<file path="src/rtl/uart_fifo_pkg.sv">
// Shared definitions for the UART buffer-path FIFO: read-mode selectors,
// circular pointer advance and occupancy-counter sizing.
package uart_fifo_pkg;

  localparam int FIFO_MODE_STD  = 0;
  localparam int FIFO_MODE_FWFT = 1;

  // Explicit wrap so non-power-of-two depths never index past the last entry.
  function automatic int ptr_next(input int ptr, input int depth);
    return (ptr == depth - 1) ? 0 : ptr + 1;
  endfunction

  function automatic int cnt_width(input int depth);
    return $clog2(depth + 1);
  endfunction

endpackage

</file>
<file path="src/rtl/uart_fifo_mem.sv">
// Storage array for the UART FIFO: one synchronous write port and one
// asynchronous read port.
module uart_fifo_mem #(
  parameter int DATA_BITS = 8,
  parameter int DEPTH     = 16,
  parameter int PTR_W     = 4
) (
  input  logic                 clk_i,
  input  logic                 we_i,
  input  logic [PTR_W-1:0]     waddr_i,
  input  logic [DATA_BITS-1:0] wdata_i,
  input  logic [PTR_W-1:0]     raddr_i,
  output logic [DATA_BITS-1:0] rdata_o
);

  logic [DATA_BITS-1:0] mem_q [DEPTH];

  always_ff @(posedge clk_i) begin
    if (we_i) begin
      mem_q[waddr_i] <= wdata_i;
    end
  end

  assign rdata_o = mem_q[raddr_i];

endmodule

</file>
<file path="src/rtl/uart_sync_fifo.sv">
// Synchronous circular-buffer FIFO between the UART datapaths and host logic,
// with simultaneous push/pop, occupancy thresholds and sticky error flags.
module uart_sync_fifo
  import uart_fifo_pkg::*;
#(
  parameter int DATA_BITS           = 8,
  parameter int DEPTH               = 16,
  parameter int ALMOST_FULL_THRESH  = DEPTH - 2,
  parameter int ALMOST_EMPTY_THRESH = 2,
  parameter int FWFT                = FIFO_MODE_STD
) (
  input  logic                          clk,
  input  logic                          reset,
  input  logic                          wr_en,
  input  logic [DATA_BITS-1:0]          wr_data,
  input  logic                          rd_en,
  output logic [DATA_BITS-1:0]          rd_data,
  output logic                          rd_valid,
  output logic                          full,
  output logic                          empty,
  output logic                          almost_full,
  output logic                          almost_empty,
  output logic [cnt_width(DEPTH)-1:0]   count,
  output logic                          overflow,
  output logic                          underflow,
  input  logic                          clear_err
);

  localparam int PTR_W = (DEPTH > 1) ? $clog2(DEPTH) : 1;
  localparam int CNT_W = cnt_width(DEPTH);

  if (DEPTH < 2 || ALMOST_EMPTY_THRESH < 0 ||
      ALMOST_EMPTY_THRESH >= ALMOST_FULL_THRESH ||
      ALMOST_FULL_THRESH > DEPTH) begin : g_param_check
    $error("uart_sync_fifo: DEPTH must be >= 2 and 0 <= AE < AF <= DEPTH");
  end

  logic [PTR_W-1:0]     wr_ptr_q, wr_ptr_d;
  logic [PTR_W-1:0]     rd_ptr_q, rd_ptr_d;
  logic [CNT_W-1:0]     count_q, count_d;
  logic                 overflow_q, overflow_d;
  logic                 underflow_q, underflow_d;
  logic                 push_ok, pop_ok;
  logic [DATA_BITS-1:0] head_data;

  assign count        = count_q;
  assign full         = (count_q == CNT_W'(DEPTH));
  assign empty        = (count_q == '0);
  assign almost_full  = (count_q >= CNT_W'(ALMOST_FULL_THRESH));
  assign almost_empty = (count_q <= CNT_W'(ALMOST_EMPTY_THRESH));
  assign overflow     = overflow_q;
  assign underflow    = underflow_q;

  // A full FIFO can still take a word when the head leaves in the same cycle.
  always_comb begin
    pop_ok      = rd_en & ~empty;
    push_ok     = wr_en & (~full | pop_ok);
    wr_ptr_d    = wr_ptr_q;
    rd_ptr_d    = rd_ptr_q;
    count_d     = count_q;
    overflow_d  = overflow_q;
    underflow_d = underflow_q;
    if (push_ok) begin
      wr_ptr_d = PTR_W'(ptr_next(int'(wr_ptr_q), DEPTH));
    end
    if (pop_ok) begin
      rd_ptr_d = PTR_W'(ptr_next(int'(rd_ptr_q), DEPTH));
    end
    if (push_ok && !pop_ok) begin
      count_d = count_q + CNT_W'(1);
    end else if (pop_ok && !push_ok) begin
      count_d = count_q - CNT_W'(1);
    end
    if (clear_err) begin
      overflow_d  = 1'b0;
      underflow_d = 1'b0;
    end
    if (wr_en && full && !pop_ok) begin
      overflow_d = 1'b1;
    end
    if (rd_en && empty) begin
      underflow_d = 1'b1;
    end
  end

  always_ff @(posedge clk) begin
    if (reset) begin
      wr_ptr_q    <= '0;
      rd_ptr_q    <= '0;
      count_q     <= '0;
      overflow_q  <= 1'b0;
      underflow_q <= 1'b0;
    end else begin
      wr_ptr_q    <= wr_ptr_d;
      rd_ptr_q    <= rd_ptr_d;
      count_q     <= count_d;
      overflow_q  <= overflow_d;
      underflow_q <= underflow_d;
    end
  end

  // A push landing in the reset cycle must not disturb storage either.
  uart_fifo_mem #(
    .DATA_BITS (DATA_BITS),
    .DEPTH     (DEPTH),
    .PTR_W     (PTR_W)
  ) u_mem (
    .clk_i   (clk),
    .we_i    (push_ok & ~reset),
    .waddr_i (wr_ptr_q),
    .wdata_i (wr_data),
    .raddr_i (rd_ptr_q),
    .rdata_o (head_data)
  );

  if (FWFT == FIFO_MODE_FWFT) begin : g_fwft
    assign rd_data  = head_data;
    assign rd_valid = ~empty;
  end else begin : g_std
    logic [DATA_BITS-1:0] rd_data_q;
    logic                 rd_valid_q;

    always_ff @(posedge clk) begin
      if (reset) begin
        rd_data_q  <= '0;
        rd_valid_q <= 1'b0;
      end else begin
        rd_valid_q <= pop_ok;
        if (pop_ok) begin
          rd_data_q <= head_data;
        end
      end
    end

    assign rd_data  = rd_data_q;
    assign rd_valid = rd_valid_q;
  end

endmodule
</file>
<file path="config.mk">
export PLATFORM = sky130hd
export DESIGN_NAME = uart_sync_fifo
export DESIGN_NICKNAME = d
export VERILOG_FILES = /design/src/rtl/uart_fifo_pkg.sv /design/src/rtl/uart_fifo_mem.sv /design/src/rtl/uart_sync_fifo.sv
export SDC_FILE = /design/constraint.sdc
export NUM_CORES = 1
export LEC_CHECK = 0
export CAP_MARGIN = 20
export CORE_UTILIZATION = 45
export DETAILED_ROUTE_END_ITERATION = 7
export GPL_ROUTABILITY_DRIVEN = 0
export GPL_TIMING_DRIVEN = 0
export PLACE_DENSITY = 0.75
export SKIP_LAST_GASP = 1
export SYNTH_ARGS = -nofsm -noshare
export SYNTH_HDL_FRONTEND = slang
export SYNTH_SLANG_ARGS = --single-unit
</file>
<file path="constraint.sdc">
create_clock -name clk -period 3.9 [get_ports clk]
set_clock_uncertainty 0.05 [all_clocks]
set_input_delay 0.585 -clock clk [delete_from_list [all_inputs] [get_ports clk]]
set_output_delay 0.585 -clock clk [all_outputs]
set_load 0.005 [all_outputs]
</file>
==> qor.txt <==
Avg Cell Area, Syn -> 18.02 um^2
Min Clock Period, post-route -> 3.386 ns
Area grow syn2layout -> 17.53%
Worst-Skew Late Latency -> 0.43 ns
Clock Path Buffers -> 2
Pleak -> 2.307 nW
Largest cells by area after synthesis -> edfxtp_1 63%, mux4_2 12%, dfxtp_1 7.9%
Startpoint type of the worst setup path -> flip-flop
Highest Clock Rate -> 295.4 MHz
Top_reg_cell synth -> edfxtp_1
Final WL -> 12250 um
RSZ-0062 raised after global routing -> no
Post-synth ARST share -> 0%
Post-synthesis register bit count -> 152
Htree depth -> 4
Final Core Density -> 54.22%
Row count -> 42
Critical path's top delay family -> adder cells
Max incr delay on CP -> 0.55 ns
Hold Path Depth -> 2
Slew Viols, Final -> 0
Vert. Die Dim -> 118.5 um
Setup bufs post-CTS -> 0
Total congestion overflow -> 0
Wirelength per Cell -> 21.16 um
Ant. Diodes -> 0
Crit. End Element -> flip-flop
Filler cell count -> 1020
Crit path kind -> reg -> reg
CTS Sinks -> 152
Tot Pwr -> 4.171 mW
Slowest cell on the critical path -> or4_4
Clock Tree Root -> clkbuf_16
Hold Path Origin -> overflow$_SDFFE_PP0P_
Worst reg2reg setup slack -> 0.51 ns
Commonest non-fill, non-tap cell in the layout -> edfxtp_1
Post-synth EDFFs -> 128
Syn nets -> 362
CTS Hold Bufs -> 0
Average vias per placed instance -> 5.701
Initial core utilization -> 46.14%
Port Buffers -> 30
Cell Area, Synth -> 6110 um^2
CTS tree -> yes
R2R Path Start -> count[0]$_SDFFE_PP0P_
Cells after synthesis -> 339
Max VDD drop -> 0.0003410 V
Yosys top cell area share -> 62.91%
Drt first pass iters -> 5
Most frequent cells in the layout -> 128 x edfxtp_1, 32 x mux4_2, 31 x nor2_1
WHS -> 0.4621 ns
Routed Antenna Nets -> 0
Slew margin rel. -> 31.61%
CP Cell Sequence -> or4_4 > buf_6 > o21ai_4 > buf_4 > ha_1 > inv_1 > fa_1 > a21o_1 > a21oi_1 > mux2i_1 > mux2_2
Drt initial violations -> 279
Register area share after synthesis -> 70.78%
Max FO, Critical Path -> 10
Period utilization -> 86.81%
Layout cells sized above 1 -> 19.85%
Cts repair resizes -> 0
CP bufs+invs -> 3
Outcome -> completed
# DRC -> 0
GRT Overall Usage -> 18.49%
Final hold vios -> 0
Arrival time at the worst endpoint -> 3.64 ns
WHS Endpoint -> overflow$_SDFFE_PP0P_
Dominant cell type by area after synthesis -> edfxtp_1
Power density over the cells -> 580.9 nW/um^2
Reg2Reg Depth -> 11
Area after DPL -> 6650 um^2
Vias in the first global route -> 3199
First-pass GRT wire length -> 18630 um
RR Endpoint -> count[4]$_SDFFE_PP0P_
Antenna violations before repair -> 0
Yosys warnings -> 0
Core area -> 13240 um^2
Layout net count -> 413
Post-DP HPWL -> 7832 um
# IOs -> 33
Unique masters post-synth -> 40
Setup_tns -> 0 ns
Die width -> 118.5 um
Data required time of the worst path -> 4.15 ns
Setup violators final -> 0
Hold Crit Class -> reg -> reg
Largest net degree at the start of global routing -> 17
CTS clk-pin slew, worst paths -> 0.06 ns
Total CTS buffers -> 17
Via count -> 3301
Die area -> 14050 um^2
Final Cell Area -> 7181 um^2
Worst-Margin Slew -> 1.022 ns
Max Cap Violations -> 0
[report_power, final]
part	total, mW	switching, mW	leakage (nW)	internal [mW]
logic	0.814	0.398	0.717	0.415
clock network	1.46	0.652	0.240	0.809
registers	1.90	0.0627	1.35	1.83
[registers in the layout, indices dropped and copies added (netlist names)]
register and cells:
count 5, overflow 1, rd_data 8, rd_ptr_q 4, rd_valid 1, u_mem.mem_q 128, underflow 1, wr_ptr_q 4
[metal layers]
metal	GRT usage [%]	up-vias	share of wire [%]
met5	0	-	0
met4	5.459	0	1.2
met3	5.309	19	6.1
met2	29.46	143	50
met1	24.74	1685	43
li1	-	1454	-
[per-stage QoR]
stage	worst slack (ns)	instances
after floorplan	0.8225	339
after global placement	0.6090	545
after detailed placement	0.5668	547
after CTS	0.5073	579
after global routing	0.3217	579
final	0.5143	579
[worst reg2reg max path, delay by kind of cell, from the launching register on]
kind,cells,cell delay [ns]
fa+ha+maj,2,0.62
flops,1,0.37
mux,2,0.57
buf+inv,3,0.52
compound gates,3,0.60
simple gates,1,0.55
[cells by family (layout without fill, tap and decap cells)]
kind of cell,after synthesis,in the layout,synth area share (%)
adder cells (fa/ha/maj),10,10,2.171
flip-flops,152,152,70.78
AND/OR/NAND/NOR,58,58,4.116
AO/OA/AOI/OAI,32,32,4.670
XOR/XNOR,5,5,0.7167
buffers and inverters,28,92,2.130
multiplexers,54,54,15.42
[area by class of cell]
cell class | count | area (um^2) | share of cell area (%)
Inverter | 7 | 26.28 | 0.3659
Sequential cell | 152 | 4324 | 60.22
Clock inverter | 15 | 105.1 | 1.464
Buffer | 21 | 103.9 | 1.446
Multi-Input combinational cell | 159 | 1665 | 23.19
Timing Repair Buffer | 32 | 310.3 | 4.321
Clock buffer | 17 | 425.4 | 5.924
Tap cell | 176 | 220.2 | 3.067
[cell usage after synthesis, drive strengths merged (2+ instances only)]
library cell and n:
nand3 11, mux4 32, a21oi 6, clkbuf 10, xor2 4, o311a 2, nand2b 2, mux2i 21
ha 9, inv 7, o221ai 8, buf 11, dfxtp 24, edfxtp 128, a21o 2, nor2 31
nand2 8, nor3 4
[how the worst max path moves through the flow]
stage,end,from,cells after the start
floorplan,count[4]$_SDFFE_PP0P_,count[0]$_SDFFE_PP0P_,11
global placement,count[4]$_SDFFE_PP0P_,count[0]$_SDFFE_PP0P_,11
detailed placement,count[4]$_SDFFE_PP0P_,count[0]$_SDFFE_PP0P_,11
CTS,count[4]$_SDFFE_PP0P_,count[0]$_SDFFE_PP0P_,11
global route,count[4]$_SDFFE_PP0P_,count[0]$_SDFFE_PP0P_,11
finish,count[4]$_SDFFE_PP0P_,count[0]$_SDFFE_PP0P_,11
Power figures use the tool's default switching activity.
